<file path="src/rtl/prog_loader.sv">
// Serial program loader: parses SYNC, N, N data bytes, checksum from the UART byte
// stream and writes the image into CPU RAM. Optional ack reply: PROG_LOADER_ACK_EN.
module prog_loader #(
   parameter int         ADDR_W         = 4,
   parameter logic [7:0] SYNC_BYTE      = 8'hA5,
   parameter int         TIMEOUT_CYCLES = 1200000
) (
   input  logic              clk,
   input  logic              rst_n,
   input  logic [7:0]        rx_data,
   input  logic              rx_valid,
   output logic              ram_we,
   output logic [ADDR_W-1:0] ram_addr,
   output logic [7:0]        ram_din,
   output logic              cpu_halt,
   output logic              busy,
   output logic              done,
   output logic              err,
   output logic [7:0]        tx_data,
   output logic              tx_start,
   input  logic              tx_busy
);
   localparam int MAX_N = 2**ADDR_W;
   localparam int REM_W = ADDR_W + 1;
   localparam int TW    = $clog2(TIMEOUT_CYCLES + 1);

   typedef enum logic [2:0] {IDLE, COUNT, DATA, CHECK, ACK} state_t;
`ifdef PROG_LOADER_ACK_EN
   localparam state_t END_ST = ACK;
`else
   localparam state_t END_ST = IDLE;
`endif

   state_t            state, state_n;
   logic [ADDR_W-1:0] addr, addr_n, ram_addr_n;
   logic [REM_W-1:0]  remaining, rem_n;
   logic [7:0]        sum, sum_n, ram_din_n;
   logic [TW-1:0]     tcnt, tcnt_n;
   logic              ram_we_n, done_n, err_n, ok, ok_n, in_frame, timeout;

   assign busy     = (state != IDLE);
   assign cpu_halt = busy;

   always_comb begin
      state_n    = state;
      addr_n     = addr;
      rem_n      = remaining;
      sum_n      = sum;
      ok_n       = ok;
      ram_we_n   = 1'b0;
      ram_addr_n = ram_addr;
      ram_din_n  = ram_din;
      done_n     = 1'b0;
      err_n      = 1'b0;
      in_frame   = (state == COUNT) || (state == DATA) || (state == CHECK);
      // a byte arriving on the expiry cycle takes priority over the timeout
      timeout    = in_frame && !rx_valid && (tcnt == TW'(TIMEOUT_CYCLES - 1));
      tcnt_n     = (rx_valid || !in_frame) ? '0 : tcnt + 1'b1;
      case (state)
         IDLE:
            if (rx_valid && rx_data == SYNC_BYTE) state_n = COUNT;
         COUNT:
            if (rx_valid) begin
               if (rx_data == 8'd0 || int'(rx_data) > MAX_N) begin
                  err_n   = 1'b1;
                  ok_n    = 1'b0;
                  state_n = END_ST;
               end else begin
                  rem_n   = REM_W'(rx_data);
                  addr_n  = '0;
                  sum_n   = '0;
                  state_n = DATA;
               end
            end
         DATA:
            if (rx_valid) begin
               ram_we_n   = 1'b1;
               ram_addr_n = addr;
               ram_din_n  = rx_data;
               sum_n      = sum + rx_data;
               addr_n     = addr + 1'b1;
               rem_n      = remaining - 1'b1;
               if (remaining == REM_W'(1)) state_n = CHECK;
            end
         CHECK:
            if (rx_valid) begin
               done_n  = (rx_data == sum);
               err_n   = (rx_data != sum);
               ok_n    = (rx_data == sum);
               state_n = END_ST;
            end
`ifdef PROG_LOADER_ACK_EN
         ACK:
            if (!tx_busy) state_n = IDLE;
`endif
         default: ;
      endcase
      if (timeout) begin
         err_n   = 1'b1;
         ok_n    = 1'b0;
         state_n = END_ST;
      end
   end

   always_ff @(posedge clk or negedge rst_n) begin
      if (!rst_n) begin
         state     <= IDLE;
         addr      <= '0;
         remaining <= '0;
         sum       <= '0;
         tcnt      <= '0;
         ok        <= 1'b0;
         ram_we    <= 1'b0;
         ram_addr  <= '0;
         ram_din   <= '0;
         done      <= 1'b0;
         err       <= 1'b0;
      end else begin
         state     <= state_n;
         addr      <= addr_n;
         remaining <= rem_n;
         sum       <= sum_n;
         tcnt      <= tcnt_n;
         ok        <= ok_n;
         ram_we    <= ram_we_n;
         ram_addr  <= ram_addr_n;
         ram_din   <= ram_din_n;
         done      <= done_n;
         err       <= err_n;
      end
   end

`ifdef PROG_LOADER_ACK_EN
   logic       tx_start_n;
   logic [7:0] tx_data_n;

   always_comb begin
      tx_start_n = 1'b0;
      tx_data_n  = tx_data;
      if (state == ACK && !tx_busy) begin
         tx_start_n = 1'b1;
         tx_data_n  = ok ? 8'h06 : 8'h15;
      end
   end

   always_ff @(posedge clk or negedge rst_n) begin
      if (!rst_n) begin
         tx_start <= 1'b0;
         tx_data  <= '0;
      end else begin
         tx_start <= tx_start_n;
         tx_data  <= tx_data_n;
      end
   end
`else
   logic unused;
   assign tx_start = 1'b0;
   assign tx_data  = 8'h00;
   assign unused   = tx_busy ^ ok;
`endif

endmodule

</file>
<file path="config.mk">
export PLATFORM = sky130hd
export DESIGN_NAME = prog_loader
export DESIGN_NICKNAME = d
export VERILOG_FILES = /design/src/rtl/prog_loader.sv
export SDC_FILE = /design/constraint.sdc
export NUM_CORES = 1
export LEC_CHECK = 0
export BUFFER_PORTS_ARGS = -buffer_cell sky130_fd_sc_hd__buf_4
export CORE_ASPECT_RATIO = 0.6
export CORE_MARGIN = 1
export CORE_UTILIZATION = 55
export DETAILED_ROUTE_END_ITERATION = 8
export PLACE_DENSITY = 0.76
export SETUP_SLACK_MARGIN = 0.5
export SLEW_MARGIN = 20
export SYNTH_ARGS = -nofsm -noshare
export SYNTH_HDL_FRONTEND = slang
export SYNTH_SLANG_ARGS = --single-unit
</file>
<file path="constraint.sdc">
create_clock -name clk -period 4.7 [get_ports clk]
set_input_delay 0 -clock clk [delete_from_list [all_inputs] [get_ports clk]]
set_output_delay 0 -clock clk [all_outputs]
set_load 0.01 [all_outputs]
</file>
Word-level counts from Yosys, hierarchy flattened

Index checks and enable logic that the tools add are counted.
Widths: inputs -> output; s select.

Latch bits: 0
Output and inout bits: 26
Bits in read-only memories: 0
Flip-flop bits (word level): 56
Memories kept: 0
Memory bits (writable): 0
Bits of input ports: 12

Shifts and indexed selects: 0
$mul: 0
Eq/ne operators: 16
Order comparisons: 1
Add/sub/neg operators: 4
Bitwise logic cells: 0
Reduce and logical (&&, ||, !) cells: 17
Divide/modulo/power cells: 0
Multiplexer cells: 30

Operator list:

| cell                  | number |
|---|---|
| $mux 8                | 3 |
| $add 21x1->21 const B | 1 |
| $eq 21x21->1 const B  | 1 |
| $mux 21               | 1 |
| $mux 3                | 6 |
| $pmux 8 s2            | 1 |
| $mux 5                | 3 |
| $mux 4                | 3 |
| $ne 3x3->1 const B    | 4 |
| $pmux 3 s4            | 1 |
| $pmux 5 s2            | 1 |
| $add 8x8->8           | 1 |
| $eq 8x8->1            | 1 |
| $eq 8x8->1 const B    | 1 |
| $gt 8x5->1 const B    | 1 |
| $logic_not 8->1       | 1 |
| $mux 1                | 8 |
| $ne 8x8->1            | 1 |
| $pmux 4 s2            | 1 |
| $eq 3x2->1 const B    | 2 |
| $ne 2x2->1 const B    | 3 |
| $reduce_and 6->1      | 1 |
| $eq 5x1->1 const B    | 1 |
| $reduce_bool 5->1     | 1 |
| 14 further kinds      | 20 |

Longest topological paths before layout

Gate-level depths: netlist of the first run.

Word-level depth: 7
Mapped depth: 8
Depth with buffers taken out: 7

Worst setup path after synthesis of the first run

Ideal clock, no wire load.

Path kind: register to register
Start point: reg sum[1]
End point: reg sum[7]
Path buffers: 0
Setup slack: 2.877 ns
Arrival: 1.699 ns
Stages on the path, launching flop included: 7
Period minus slack after synthesis: 1.823 ns
Cell sequence: dfrtp_1 -> ha_1 -> a211o_1 -> a211oi_1 -> o211ai_1 -> and3_1 -> a211o_1

Cells in the longest elaborated chain, start to end: 3

Ends and longest elaborated chain:

| element                | line | text |
|---|---|---|
| from (decl)            | 37   | `logic [7:0] sum, sum_n, ram_din_n;` |
| from (signal assigned) | 122  | `sum <= sum_n;` |
| $add 8x8->8            | 80   | `sum_n = sum + rx_data;` |
| $mux 8                 | 76   | `if (rx_valid) begin` |
| $pmux 8 s2             | 59   | `case (state)` |

Every way passes these cells. The select of a mux whose other input is x is not followed.
A chain may end at the register's enable or synchronous reset.

Worst setup path in the final report of the first run

Start point: reg state[0]
End point: reg remaining[3]

Cells in the longest elaborated chain, start to end: 3
Elaborated cells on any way between the ends: 8
Classes of those cells: eq/ne (5); mux (1); reduce/logical (2)

Ends and longest elaborated chain:

| element                                                          | line | text |
|---|---|---|
| from (decl)                                                      | 34   | `state_t state, state_n;` |
| from (signal assigned)                                           | 119  | `state <= state_n;` |
| $eq 3x1->1 / $eq 3x2->1 (equally long branches)                  | 59   |  |
| $ne 2x2->1 (no line) / $reduce_bool 2->1 (equally long branches) | -    |  |
| $reduce_and 4->1 (no line)                                       | -    |  |
| to (signal assigned)                                             | 121  | `remaining <= rem_n;` |
| to (decl)                                                        | 36   | `logic [REM_W-1:0] remaining, rem_n;` |

Several ways; a longest one is shown, not always the timed one.

==> run summary, run 1 <==
RSZ-0062 raised after global routing: no
Core Area: 5100 µm²
Largest net degree at the start of global routing: 56
Least-Margin Pin Slew: 0.681 ns
Die Y: 58.7 µm
CTS resizes: 0
Critical Path RT: 4.94 ns
Final Cycle Share: 49.0%
IO Port Bufs: 27
Crit path kind: reg2reg
Number of global-route vias before repair: 2,044
VDD IR max: 220 µV
P_leak: 1.61 nW
Critical path fanouts, max: 25
Status: complete, no violations
CP max stage cell: dfrtp_1
CTS clk-pin slew, worst paths: 0.10 ns
Boundary Pins: 38
GRT Total Usage: 23.5%
Syn_area_per_cell: 9.36 µm²
Setup Fix Bufs, Post-CTS: 0
Largest delay share family, worst path: simple AND/OR/NAND/NOR gates
Final WL: 6.04 mm
Top cells by area, synth: dfrtp_1 47%, nand2_1 8.4%, xor2_1 5.3%, ha_1 4.7%, nor2_1 3.9%
Cell Rows: 20
CTS tree: built
Total gr overflow: 0
Final slew viol count: 0
Clk Latency, worst-skew pair: 0.31 ns
Initial Utilization: 57.7%
Clk Tree Root Cell: clkbuf_8
Worst Skew: 0.00728 ns
Die Width: 96.5 µm
Antenna viol nets, final: 0
Critical Path AT: 2.55 ns
Detailed-route via count: 2,288
Startpoint type of the worst setup path: flop
Post-Syn Area: 2950 µm²
Yosys top cell by area: dfrtp_1
Via density per instance: 5.55
Total negative setup slack: 0 ns
Most frequent cells in the layout: 66 x nand2_1, 55 x dfrtp_1, 31 x nor2_1
Slowest cell delay on critical path: 0.54 ns
Post-CTS Hold Buffers: 9
Drt wl/cell: 14.7 µm
Cell Chain, Critical Path: and2b_1, nand2_2, inv_2, a41oi_4, nor2_1, o21ai_1
Final RePlAce weighted congestion: 0.800
Area share of the largest cell type after synthesis: 46.7%
Max frequency: 434 MHz
Final total power: 0.00134 W
Synth Instances: 315
CTS Buf Count: 5
Crit. End Element: flop
Global-route wire length before repair: 10.0 mm
Power density cells: 402 nW/µm²
Setup Viol. Count Final: 0
Max Root-Sink Buffers: 2
DP Cell Count: 395
Final Core Density: 65.4%
ANT cells: 0
Layout Cells excl Fill: 412
# nets final: 369
Detail Placement HPWL: 4.19 mm
1st-iter DRT viols: 224
Synth Register Bits: 55
Reg2reg setup slack: 2.39 ns
CTS sink cnt: 55
Primary FF master, synth: dfrtp_1
Library cells used by synthesis: 48
Number of flops mapped to enable cells by yosys: 0
Initial antenna violation count: 0
Worst Path Buf+Inv: 1
Worst slew margin: 54.5%
Commonest non-fill, non-tap cell in the layout: nand2_1
Max-cap violations: 0
Drt first pass iters: 4
Synth warn: 0
Async S/R FF share, synth: 100%
Final hold violation count: 0
CTS H-tree lvls: 2
Ratio of cells with drive above 1 in the final layout: 12.1%
Min Clock Period, post-route: 2.31 ns
# DRC: 0
DIE AREA: 5670 µm²
P&R area growth vs syn: 13.2%
Worst hold path type: in2reg
Sequential-to-total area share from yosys stat: 46.7%
-- final timing paths --
| kind | start | end | cells after the start |
|---|---|---|---|
| hold / removal | rx_data[7] | ram_din[7] | 3 |
| max in group asynchronous | rst_n | remaining[3] | 2 |
| min in group asynchronous | rst_n | tcnt[13] | 2 |
| setup / recovery | state[0] | remaining[3] | 6 |
| hold reg to reg | ram_din[1] | ram_din[1] | 2 |
| setup reg to reg | state[0] | remaining[3] | 6 |
-- synth_stat cells, types with 3 or more instances --
library cell	number
o21ai_1	3
nand3_1	17
a21o_1	3
nand2_1	66
a21oi_1	5
buf_4	11
ha_1	11
nor3_1	4
o21ai_0	9
dfrtp_1	55
o31ai_1	3
nor4_1	3
clkbuf_1	7
nor4b_1	3
inv_1	6
nand4_1	9
and3_1	5
nor2_1	31
xnor2_1	8
xor2_1	18
-- sequential cells by signal, indices dropped and copies added (netlist names) --
name	flops
addr	4
sum	8
ram_we	1
state	2
ram_din	8
ram_addr	4
done	1
remaining	5
tcnt	21
err	1
-- cells by family (layout without fill, tap and decap cells) --
family                     count (synthesis)  in the layout  synth area share (%)
and+or+nand+nor                          154            154                  25.2
buffers and inverters                     28             51                  5.31
AOI/OAI and AO/OA                         37             37                  8.96
DFF                                       55             55                  46.7
other                                      1              9                 0.127
adders and majority gates                 12             12                  5.35
muxes                                      2              2                 0.679
xor gates and xnor gates                  26             26                  7.73
-- tightest hold or removal path: cells and delay by family --
family          cells  cell delay (ns)
compound gates      1             0.09
buf+inv             2             0.23
-- layout make-up --
| class | count | area, µm² |
|---|---|---|
| Sequential cell | 55 | 1380 |
| Clock buffer | 5 | 68.8 |
| Timing Repair Buffer | 36 | 293 |
| Inverter | 7 | 26.3 |
| Tap cell | 66 | 82.6 |
| Multi-Input combinational cell | 240 | 1450 |
| Clock inverter | 3 | 46.3 |
| Fill cell | 413 | 1770 |
-- stage by stage --
stage / area [µm²] / hold slack (ns) / setup slack (ns)
after floorplan: 2980 / -0.296 / 2.88
after global placement: 3130 / 0.0961 / 2.47
after detailed placement: 3130 / 0.0917 / 2.47
after CTS: 3340 / 0.0311 / 2.43
after global routing: 3340 / 0.0517 / 2.22
final: 3340 / 0.0384 / 2.39
-- where the power goes --
| part | internal [W] | switching [W] |
|---|---|---|
| registers | 0.000556 | 0.0000677 |
| clock network | 0.000161 | 0.000166 |
| logic | 0.000181 | 0.000209 |
-- per-layer routing --
metal,track usage (%),up-vias,part of all wire (%)
met5,0,-,0
met4,5.25,0,0.51
met3,4.78,5,6.7
met2,31.4,73,41
met1,38.6,1089,52
li1,-,1121,-
(Power assumes the default switching activity.)
==> inputs of run 2 (changes only) <==
--- a/config.mk
+++ b/config.mk
@@ -8,7 +8,7 @@
 export BUFFER_PORTS_ARGS = -buffer_cell sky130_fd_sc_hd__buf_4
 export CORE_ASPECT_RATIO = 0.6
 export CORE_MARGIN = 1
-export CORE_UTILIZATION = 55
+export CORE_UTILIZATION = 52
 export DETAILED_ROUTE_END_ITERATION = 8
 export PLACE_DENSITY = 0.76
 export SETUP_SLACK_MARGIN = 0.5
==> constraint.sdc (replaced) <==
create_clock -name clk -period 2.1 [get_ports clk]
set_input_delay 0 -clock clk [delete_from_list [all_inputs] [get_ports clk]]
set_output_delay 0 -clock clk [all_outputs]
set_load 0.01 [all_outputs]
==> run 2 against run 1 <==
Die area increased by 5.6%; setup slack worse by 2.1 ns; clock skew increased by 0.0020 ns; critical path depth unchanged; power rose by 140%; sequential share of layout area fell by 3.5 points; worst hold slack worse by 0.035 ns; final cell count increased by 4.4%; global-route usage grew 0.88 points; fmax increased by 28%; via count rose by 6.5%; count of clock-buffer cells in the layout did not move; critical endpoint is now sum[7].
==> run summary, run 2 (synthesis results as in run 1) <==
Initial Utilization: 56.1% (was 57.7%)
Max frequency: 556 MHz (was 434 MHz)
CTS clk-pin slew, worst paths: 0.11 ns (was 0.10 ns)
Final RePlAce weighted congestion: 0.791 (was 0.800)
Worst hold path type: in2reg (unchanged)
RSZ-0062 raised after global routing: yes (was no)
Crit. End Element: flop (unchanged)
Final WL: 7.08 mm (was 6.04 mm)
Least-Margin Pin Slew: 0.689 ns (was 0.681 ns)
CTS H-tree lvls: 2 (unchanged)
Most frequent cells in the layout: 65 x nand2_1, 52 x dfrtp_1, 44 x buf_4 (was 66 x nand2_1, 55 x dfrtp_1, 31 x nor2_1)
Fillers: 388 (was 413)
# DRC: 0 (unchanged)
Final instance area: 3660 µm² (was 3340 µm²)
DP Cell Count: 399 (was 395)
Critical Path AT: 2.01 ns (was 2.55 ns)
Global-route wire length before repair: 11.1 mm (was 10.0 mm)
Ratio of cells with drive above 1 in the final layout: 23.6% (was 12.1%)
Die Width: 99.2 µm (was 96.5 µm)
Worst Skew: 0.00927 ns (was 0.00728 ns)
Cell Rows: 20 (unchanged)
Setup Viol. Count Final: 0 (unchanged)
Worst reg2reg startpoint: sum[1] (was state[0])
Final slew viol count: 0 (unchanged)
Worst slew margin: 54.1% (was 54.5%)
Footprint of the multi-input gates: 1640 µm² (was 1450 µm²)
Drt wl/cell: 16.5 µm (was 14.7 µm)
Critical path fanouts, max: 2 (was 25)
GRT Total Usage: 24.4% (was 23.5%)
Total negative setup slack: 0 ns (unchanged)
Clk Tree Root Cell: clkbuf_8 (unchanged)
Grt met2 use: 35.9% (was 31.4%)
Most flop-heavy register: tcnt (unchanged)
Crit path kind: reg2reg (unchanged)
P&R area growth vs syn: 24.2% (was 13.2%)
Antenna viol nets, final: 0 (unchanged)
Final total power: 0.00323 W (was 0.00134 W)
ANT cells: 0 (unchanged)
Layer with the highest usage: met1 (unchanged)
Largest net degree at the start of global routing: 56 (unchanged)
IO Port Bufs: 27 (unchanged)
Power density cells: 881 nW/µm² (was 402 nW/µm²)
Register area: 1380 µm² (about the same)
Largest register FFs: 21 (unchanged)
Startpoint type of the worst setup path: flop (unchanged)
Initial antenna violation count: 0 (unchanged)
Biggest regs: tcnt (21), ram_din (8), sum (8) (unchanged)
Max-cap violations: 0 (unchanged)
VDD IR max: 446 µV (was 220 µV)
Via density per instance: 5.67 (was 5.55)
Core Area: 5260 µm² (was 5100 µm²)
CTS tree: built (unchanged)
Detailed-route via count: 2,436 (was 2,288)
Commonest non-fill, non-tap cell in the layout: nand2_1 (unchanged)
DIE AREA: 5980 µm² (was 5670 µm²)
Critical Path RT: 2.31 ns (was 4.94 ns)
CTS Buf Count: 5 (unchanged)
Total gr overflow: 0 (unchanged)
Status: complete, no violations (unchanged)
P_leak: 1.70 nW (was 1.61 nW)
Boundary Pins: 38 (unchanged)
Detail Placement HPWL: 4.50 mm (was 4.19 mm)
Min Clock Period, post-route: 1.80 ns (was 2.31 ns)
Layout Cells excl Fill: 430 (was 412)
CP Launch Point: sum[1] (was state[0])
Hold slack: 0.00317 ns (was 0.0384 ns)
Cell Area, Placed: 3220 µm² (was 3130 µm²)
Drt first pass iters: 4 (unchanged)
Met3 Track Usage GR: 5.96% (was 4.78%)
Final Cycle Share: 85.7% (was 49.0%)
Clk Latency, worst-skew pair: 0.32 ns (was 0.31 ns)
Routing usage on met1: 36.6% (was 38.6%)
CTS sink cnt: 55 (unchanged)
Final hold violation count: 0 (unchanged)
Max Root-Sink Buffers: 2 (unchanged)
1st-iter DRT viols: 114 (was 224)
# nets final: 387 (was 369)
Hold Path Origin: rx_data[0] (was rx_data[7])
Die Y: 60.3 µm (was 58.7 µm)
Number of global-route vias before repair: 2,223 (was 2,044)
-- run 2: cell types whose count changed in the layout (fill, tap and decap cells not counted), sizes merged --
cell | before | now
buf | 27 | 46
bufinv | 1 | 0
clkinv | 0 | 1
dlygate4sd3 | 9 | 8
-- run 2: repair_timing --
item	in CTS	in global routing
hold buffers	8	0
resized for setup	14	16
buffers inserted	9	6
cloned	0	0
endpoints found under the hold margin	65	0
setup endpoints to repair	24	21
pin swaps	9	10
-- run 2: layer usage --
| layer | vias to the layer above | wire (µm) |
|---|---|---|
| met5 | - | 0 |
| met4 | 0 | 53 |
| met3 | 6 | 369 |
| met2 | 72 | 3170 |
| met1 | 1201 | 3480 |
| li1 | 1157 | - |
-- run 2: final timing paths --
kind | endpoint | slack, ns | cells past startpoint
worst max-delay path | sum[7] | 0.30 | 6
worst min-delay path | remaining[0] | 0.003 | 3
worst max register to register | sum[7] | 0.30 | 6
worst min register to register | ram_addr[2] | 0.49 | 2
max in group asynchronous | state[1] | 1.34 | 2
min in group asynchronous | ram_addr[2] | 0.27 | 2
-- run 2: critical path: stages (launching register included) --
cell and delay (ns):
dfrtp_2 0.44, ha_4 0.24, a211o_1 0.29, a211oi_2 0.21, o211ai_1 0.12, and3_1 0.17
a211o_1 0.22
-- run 2: through the flow --
step                utilization [%]  setup slack (ns)
floorplan                         -             0.399
global placement               61.3             0.301
detailed placement             61.3             0.262
CTS                            67.3             0.320
global route                   69.7             0.239
finish                         69.7             0.301
-- run 2: cell type report --
type / instances / share of cell area [%]
Tap cell: 66 / 2.25
Timing Repair Buffer: 54 / 11.8
Clock inverter: 3 / 0.752
Sequential cell: 55 / 37.7
Multi-Input combinational cell: 240 / 44.8
Clock buffer: 5 / 1.88
Inverter: 7 / 0.854
-- run 2: power by group --
| group | internal (W) | switching [W] |
|---|---|---|
| combinational | 0.000605 | 0.000565 |
| clock | 0.000246 | 0.000383 |
| sequential | 0.00125 | 0.000183 |
| total | 0.00210 | 0.00113 |
